--- config.mk ---
export PLATFORM = sky130hd
export DESIGN_NAME = mac_acc_divider_flat
export DESIGN_NICKNAME = d
export VERILOG_FILES = /design/src/rtl/mac_acc_divider_if.sv /design/src/rtl/mac_acc_divider.sv /design/src/flat_wrapper.sv
export SDC_FILE = /design/constraint.sdc
export NUM_CORES = 1
export LEC_CHECK = 0
export ABC_AREA = 1
export CORE_MARGIN = 2
export CORE_UTILIZATION = 47
export DETAILED_ROUTE_END_ITERATION = 8
export PLACE_DENSITY_LB_ADDON = 0.15
export SYNTH_ARGS = -nofsm -noshare
export SYNTH_HDL_FRONTEND = slang
export SYNTH_SLANG_ARGS = --single-unit
--- constraint.sdc ---
create_clock -name clk -period 2.3 [get_ports clk]
set_input_delay 0.69 -clock clk [delete_from_list [all_inputs] [get_ports clk]]
set_output_delay 0.69 -clock clk [all_outputs]
set_load 0.01 [all_outputs]
--- src/rtl/mac_acc_divider_if.sv ---
// Request/result bundle for the sequential accumulator divider.
// The master side issues start plus operands; the slave side returns status and results.
interface mac_acc_divider_if #(
    parameter int DIVIDEND_W = 32,
    parameter int DIVISOR_W  = 8
);
    logic                  start;
    logic [DIVIDEND_W-1:0] dividend;
    logic [DIVISOR_W-1:0]  divisor;
    logic                  busy;
    logic                  done;
    logic                  div_by_zero;
    logic [DIVIDEND_W-1:0] quotient;
    logic [DIVISOR_W-1:0]  remainder;

    modport master (
        output start, dividend, divisor,
        input  busy, done, div_by_zero, quotient, remainder
    );

    modport slave (
        input  start, dividend, divisor,
        output busy, done, div_by_zero, quotient, remainder
    );
endinterface

--- src/rtl/mac_acc_divider.sv ---
// Sequential restoring divider placed after the MAC accumulator.
// It retires one quotient bit per falling clock edge. The dividend register
// doubles as the quotient shift register: dividend bits leave at the MSB end
// while quotient bits enter at the LSB end. The result outputs are loaded only
// when a division completes, so partial iteration values never reach them.
module mac_acc_divider #(
    parameter int DIVIDEND_W = 32,
    parameter int DIVISOR_W  = 8
) (
    input  logic              clk,
    input  logic              reset,
    mac_acc_divider_if.slave  bus
);
    localparam int CNT_W = $clog2(DIVIDEND_W) + 1;

    typedef enum logic [1:0] {
        ST_IDLE = 2'd0,
        ST_RUN  = 2'd1,
        ST_FIN  = 2'd2
    } state_t;

    state_t                state_r, state_s;
    logic [DIVIDEND_W-1:0] dvd_r, dvd_s;          // dividend in, quotient out
    logic [DIVISOR_W-1:0]  dsr_r, dsr_s;          // captured divisor
    logic [DIVISOR_W:0]    rem_r, rem_s;          // partial remainder
    logic [CNT_W-1:0]      cnt_r, cnt_s;          // restoring steps taken
    logic                  busy_r, busy_s;
    logic                  done_r, done_s;
    logic                  dbz_r, dbz_s;
    logic [DIVIDEND_W-1:0] quotient_r, quotient_s;
    logic [DIVISOR_W-1:0]  remainder_r, remainder_s;
    logic [DIVISOR_W+1:0]  trial_s;               // MSB set means the subtraction borrowed

    // Next-state, datapath step and output loading for the divider FSM
    always_comb begin
        state_s     = state_r;
        dvd_s       = dvd_r;
        dsr_s       = dsr_r;
        rem_s       = rem_r;
        cnt_s       = cnt_r;
        busy_s      = busy_r;
        done_s      = done_r;
        dbz_s       = dbz_r;
        quotient_s  = quotient_r;
        remainder_s = remainder_r;
        // The partial remainder stays below the divisor, so its top bit is
        // zero and the borrow bit of this subtraction is a reliable sign.
        trial_s     = {rem_r, dvd_r[DIVIDEND_W-1]} - {2'b00, dsr_r};

        case (state_r)
            ST_IDLE: begin
                if (bus.start) begin
                    if (bus.divisor != {DIVISOR_W{1'b0}}) begin
                        dvd_s   = bus.dividend;
                        dsr_s   = bus.divisor;
                        rem_s   = {(DIVISOR_W+1){1'b0}};
                        cnt_s   = {CNT_W{1'b0}};
                        busy_s  = 1'b1;
                        state_s = ST_RUN;
                    end else begin
                        // A zero divisor finishes immediately with a saturated quotient.
                        quotient_s  = {DIVIDEND_W{1'b1}};
                        remainder_s = {DIVISOR_W{1'b0}};
                        dbz_s       = 1'b1;
                        done_s      = 1'b1;
                        busy_s      = 1'b0;
                        state_s     = ST_FIN;
                    end
                end else begin
                    state_s = ST_IDLE;
                end
            end
            ST_RUN: begin
                if (trial_s[DIVISOR_W+1]) begin
                    rem_s = {rem_r[DIVISOR_W-1:0], dvd_r[DIVIDEND_W-1]};
                    dvd_s = {dvd_r[DIVIDEND_W-2:0], 1'b0};
                end else begin
                    rem_s = trial_s[DIVISOR_W:0];
                    dvd_s = {dvd_r[DIVIDEND_W-2:0], 1'b1};
                end
                cnt_s = cnt_r + CNT_W'(1);
                if (cnt_r == CNT_W'(DIVIDEND_W - 1)) begin
                    quotient_s  = dvd_s;
                    remainder_s = rem_s[DIVISOR_W-1:0];
                    busy_s      = 1'b0;
                    done_s      = 1'b1;
                    dbz_s       = 1'b0;
                    state_s     = ST_FIN;
                end else begin
                    state_s = ST_RUN;
                end
            end
            ST_FIN: begin
                // Any start seen on this edge is intentionally dropped.
                done_s  = 1'b0;
                state_s = ST_IDLE;
            end
            default: begin
                busy_s  = 1'b0;
                done_s  = 1'b0;
                state_s = ST_IDLE;
            end
        endcase
    end

    // Falling-edge state and datapath registers with asynchronous clear
    always_ff @(negedge clk or negedge reset) begin
        if (!reset) begin
            state_r     <= ST_IDLE;
            dvd_r       <= {DIVIDEND_W{1'b0}};
            dsr_r       <= {DIVISOR_W{1'b0}};
            rem_r       <= {(DIVISOR_W+1){1'b0}};
            cnt_r       <= {CNT_W{1'b0}};
            busy_r      <= 1'b0;
            done_r      <= 1'b0;
            dbz_r       <= 1'b0;
            quotient_r  <= {DIVIDEND_W{1'b0}};
            remainder_r <= {DIVISOR_W{1'b0}};
        end else begin
            state_r     <= state_s;
            dvd_r       <= dvd_s;
            dsr_r       <= dsr_s;
            rem_r       <= rem_s;
            cnt_r       <= cnt_s;
            busy_r      <= busy_s;
            done_r      <= done_s;
            dbz_r       <= dbz_s;
            quotient_r  <= quotient_s;
            remainder_r <= remainder_s;
        end
    end

    assign bus.busy        = busy_r;
    assign bus.done        = done_r;
    assign bus.div_by_zero = dbz_r;
    assign bus.quotient    = quotient_r;
    assign bus.remainder   = remainder_r;
endmodule

--- src/flat_wrapper.sv ---
// flat-port wrapper written by rule: the top's interface ports become plain ports
module mac_acc_divider_flat 
#(
    parameter int DIVIDEND_W = 32,
    parameter int DIVISOR_W  = 8
)
  (clk, reset, bus_start, bus_dividend, bus_divisor, bus_busy, bus_done, bus_div_by_zero, bus_quotient, bus_remainder);
  mac_acc_divider_if #(.DIVIDEND_W(DIVIDEND_W), .DIVISOR_W(DIVISOR_W)) bus_i ();
  input  logic clk;
  input  logic reset;
  input wire logic [$bits(bus_i.start)-1:0] bus_start;
  input wire logic [$bits(bus_i.dividend)-1:0] bus_dividend;
  input wire logic [$bits(bus_i.divisor)-1:0] bus_divisor;
  output wire logic [$bits(bus_i.busy)-1:0] bus_busy;
  output wire logic [$bits(bus_i.done)-1:0] bus_done;
  output wire logic [$bits(bus_i.div_by_zero)-1:0] bus_div_by_zero;
  output wire logic [$bits(bus_i.quotient)-1:0] bus_quotient;
  output wire logic [$bits(bus_i.remainder)-1:0] bus_remainder;
  assign bus_i.start = bus_start;
  assign bus_i.dividend = bus_dividend;
  assign bus_i.divisor = bus_divisor;
  assign bus_busy = bus_i.busy;
  assign bus_done = bus_i.done;
  assign bus_div_by_zero = bus_i.div_by_zero;
  assign bus_quotient = bus_i.quotient;
  assign bus_remainder = bus_i.remainder;
  mac_acc_divider #(.DIVIDEND_W(DIVIDEND_W), .DIVISOR_W(DIVISOR_W)) u_core (.clk(clk), .reset(reset), .bus(bus_i));
endmodule
* Word level (Yosys, flattened, before mapping) *
Cells that the tools add are included.

cells by class
  multiplexer cells = 32
  bitwise logic cells = 1
  eq/ne operators = 7
  add/sub/neg operators = 2
  reduce and logical (&&, ||, !) cells = 8

operators with widths
  operator             count
  $mux 32              5
  $pmux 32 s2          2
  $mux 9               3
  $mux 8               3
  $pmux 9 s2           1
  $pmux 8 s2           1
  $mux 6               2
  $pmux 6 s2           1
  $reduce_and 3->1     4
  $sub 10x8->10        1
  $reduce_bool 8->1    1
  $mux 1               7
  $add 6x1->6 const B  1
  $eq 6x5->1 const B   1
  $mux 2               3
  $ne 2x1->1 const B   2
  $ne 2x2->1 const B   2
  $pmux 1 s2           2
  $pmux 2 s2           1
  $reduce_and 4->1     1
  $pmux 1 s3           1
  $eq 2x1->1 const B   1
  $eq 2x2->1 const B   1
  $logic_not 2->1      1
  2 further kinds      2

word-level totals
  register bits = 100
  input bits = 43
  logic and storage cells = 60

* Depth between registers and ports, before layout *
  word-level depth = 4
  depth in mapped cells = 14
  gate-level depth less buffers = 14

==> summary.md <==
| Metric | Value |
|---|---|
| Status | finished with violations |
| Failing checks | negative setup slack |
| Fin worst setup slack | -604 ps |
| DR WL/cell | approximately 15 µm |
| Worst-path maximum fanout | 7 |
| Core Rows | 37 |
| CTS Root Cell | clkbuf_8 |
| R2r startpoint | u_core.dsr_r[3] |
| Placement Setup Slack | -1300 ps |
| Setup slack, reg-to-reg | around 260 ps |
| Largest net degree at the start of global routing | 42 |
| Nature of the critical path endpoint | flip-flop |
| Final wirelength | 14.5 mm |
| Most used cell, CP | nand2_8 |
| IO Count | 86 |
| Warnings from Yosys | 0 |
| Lkg Pwr | 4.01 nW |
| TritonRoute pass-1 iters | 5 |
| Clk slew on worst S/H paths | 70 ps |
| Maxcap violations | 0 |
| Initial core utilization | 0.481 |
| Number of global-route vias before repair | 4718 |
| Placer Congestion | 0.862 |
| CTS max path bufs | 2 |
| Clock Skews | 9.06 ps |
| Pwr/cell area | approximately 1400 nW/µm² |
| Syn nets | roughly 650 |
| Synth cell types | 30 |
| Worst Max-Slew Pin Slew | 441 ps |
| Die Wd | 106 µm |
| First-pass GRT wire length | 22.8 mm |
| CTS Sinks | 100 |
| CTS tree | yes |
| Final setup fails | 143 |
| FILL cells | 751 |
| Slowest stage cell, crit path | or2_4 |
| Die height | 106 µm |
| Vias | 4855 |
| TritonCTS buffer count | 9 |
| N_diodes | 0 |
| Worst Hold Depth | 2 |
| Antenna violations before repair | 0 |
| FF+latch count, synth | 100 |
| Area of the multi-input gates | around 2300 µm² |
| Max stage delay on crit path | approximately 290 ps |
| Leading cell type in the layout, fill and taps excluded | nand2_1 |
| # hold bufs at CTS | 0 |
| PnR Total Power | 0.0103 W |
| Hold Path Sink | u_core.bus.quotient[19] |
| Worst Reg-to-Reg Cells | 12 |
| Fraction of layout cells with a size suffix above 1 | 0.371 |
| RR Endpoint | u_core.bus.remainder[1] |
| Post-synthesis cell area | 4920 µm² |
| Critical Path RT | 1340 ps |
| Synthesis-to-layout area growth | 52.2% |
| IO Port Bufs | 85 |
| H-tree depth | 3 |
| Die footprint | 11300 µm² |
| Sequential-to-total area share from yosys stat | 0.508 |
| Drt initial violations | 288 |
| Tot GR Track Use | 0.256 |
| Worst EP arrival | between 1500 and 2000 ps |
| Net count, final | between 800 and 900 |
| Core Area | around 10000 µm² |
| Post-synthesis instance total | 601 |
| Hold Path Class | reg -> reg |
| Slew Viols, Final | 0 |
| Congestion Overflow GR | 0 |
| Crit Path Category | in -> reg |
| Syn Area/Cell | 8.19 µm² |
| Vias per cell | 5.19 |
| Antenna-violating nets left | 0 |
| Leading cell types in the layout, fill and taps excluded | 173 x nand2_1, 100 x dfrtn_1, 83 x buf_4 |
| VDD IR max | 613 µV |
| Hold Crit Start | u_core.bus.quotient[19] |
| Crit start category | input port |
| Worst skew pair latency | approximately 350 ps |
| Final Hold Vio Count | 0 |
| Drt drc | 0 |
| HPWL Detailed | 8.12 mm |
| Rel. slew slack | 0.706 |
| Cells along the critical path | buf_4, clkinv_4, nand4_1, or2_4, buf_6, nand2_8, nand2_8, buf_12, o211ai_1, o21ai_2 |
| Unrepaired setup endpoints after global routing | yes |
| Register area | 2500 µm² |
-- power by group --
group / switching [W] / internal [W]
combinational: 0.00336 / 0.00272
clock: 0.000686 / 0.000446
sequential: 0.000472 / 0.00267
-- worst max-delay path: cells and delay by family --
| kind | cells | cell delay [ps] |
|---|---|---|
| AO/OA/AOI/OAI | 2 | 230 |
| buffers and inverters | 4 | 450 |
| AND/OR/NAND/NOR | 4 | 570 |
-- metal layers --
metal	vias to the layer above	part of all wire	wire, µm	track usage
met1	2367	0.41	5920	0.332
met3	25	0.057	821	0.0497
li1	2320	-	-	-
met5	-	0	0	0
met2	143	0.52	7480	0.431
met4	0	0.017	244	0.0827
-- worst max-delay path by stage --
| stage | start | end | slack, ps | depth (start not counted) |
|---|---|---|---|---|
| 6_report | bus_divisor[3] | u_core.dvd_r[15] | -600 | 10 |
| 4_1_cts | bus_divisor[6] | u_core.dvd_r[0] | -590 | 11 |
| 5_1_grt | bus_divisor[3] | u_core.bus.remainder[0] | -640 | 11 |
| 2_1_floorplan | bus_divisor[1] | u_core.bus.quotient[10] | -640 | 10 |
| 3_3_place_gp | bus_divisor[1] | u_core.bus.quotient[0] | -1250 | 11 |
| 3_5_place_dp | bus_divisor[1] | u_core.bus.quotient[29] | -1300 | 11 |
-- per-stage QoR --
stage | hold WS, ps | setup TNS, ps | cell area [µm²] | util | instances
2_1_floorplan | 419 | -53920 | 4980 | - | 601
3_3_place_gp | 417 | -134780 | 6200 | 0.606 | 839
3_5_place_dp | 418 | -137650 | 6200 | 0.606 | 839
4_1_cts | 416 | -67030 | 7090 | 0.693 | 913
5_1_grt | 461 | -75800 | 7490 | 0.732 | 936
6_report | 431 | -70160 | 7490 | 0.732 | 936
-- state kept, by name, summed over array words and instances, names as in the netlist --
register	flops
u_core.bus.remainder	8
u_core.bus.quotient	32
u_core.bus.busy	1
u_core.bus.div_by_zero	1
u_core.bus.done	1
u_core.state_r	2
u_core.rem_r	9
u_core.dvd_r	32
u_core.dsr_r	8
u_core.cnt_r	6
-- synth_stat cells --
library cell    n  area [µm²]
a21oi_1         5        25.0
a21oi_2         1        8.76
a22o_1          1        8.76
buf_2          10        50.1
buf_4           3        22.5
buf_6           8        90.1
clkbuf_1        4        15.0
dfrtn_1       100        2500
fa_1            1        20.0
ha_1            9         113
inv_1          73         274
inv_2           3        11.3
inv_4           1        6.26
nand2_1       229         860
nand2_2         3        18.8
nand2_4         3        33.8
nand3_1        33         165
nand3_2         2        20.0
nand4_1         5        31.3
nand4_2         2        25.0
nor2_1         12        45.0
nor2_2          4        25.0
nor2_4          1        11.3
o211ai_1       31         233
o21ai_0        31         155
o21ai_1        18        90.1
o22ai_1         3        18.8
or2_4           1        8.76
xnor2_1         1        8.76
xor2_1          3        26.3
-- cell families after synthesis --
family | count (synthesis) | synth area share
AND/OR/NAND/NOR | 295 | 0.253
buffers and inverters | 102 | 0.0953
flip-flops | 100 | 0.508
AO/OA/AOI/OAI | 90 | 0.110
adder cells (fa/ha/maj) | 10 | 0.0269
XOR/XNOR | 4 | 0.00712
-- what timing repair did --
action,in CTS,in global routing
setup endpoints to repair,143,143
gates resized for setup,288,73
pin swaps,12,14
gates cloned,11,4
setup buffers,49,28
-- layout make-up --
| class | instances | share of cell area |
|---|---|---|
| Sequential cell | 100 | 0.334 |
| Timing Repair Buffer | 206 | 0.264 |
| Clock buffer | 10 | 0.0184 |
| Clock inverter | 6 | 0.00685 |
| Tap cell | 136 | 0.0227 |
| Inverter | 77 | 0.0442 |
| Timing Repair inverter | 1 | 0.000835 |
| Multi-Input combinational cell | 400 | 0.309 |
Power figures use the tool's default switching activity.
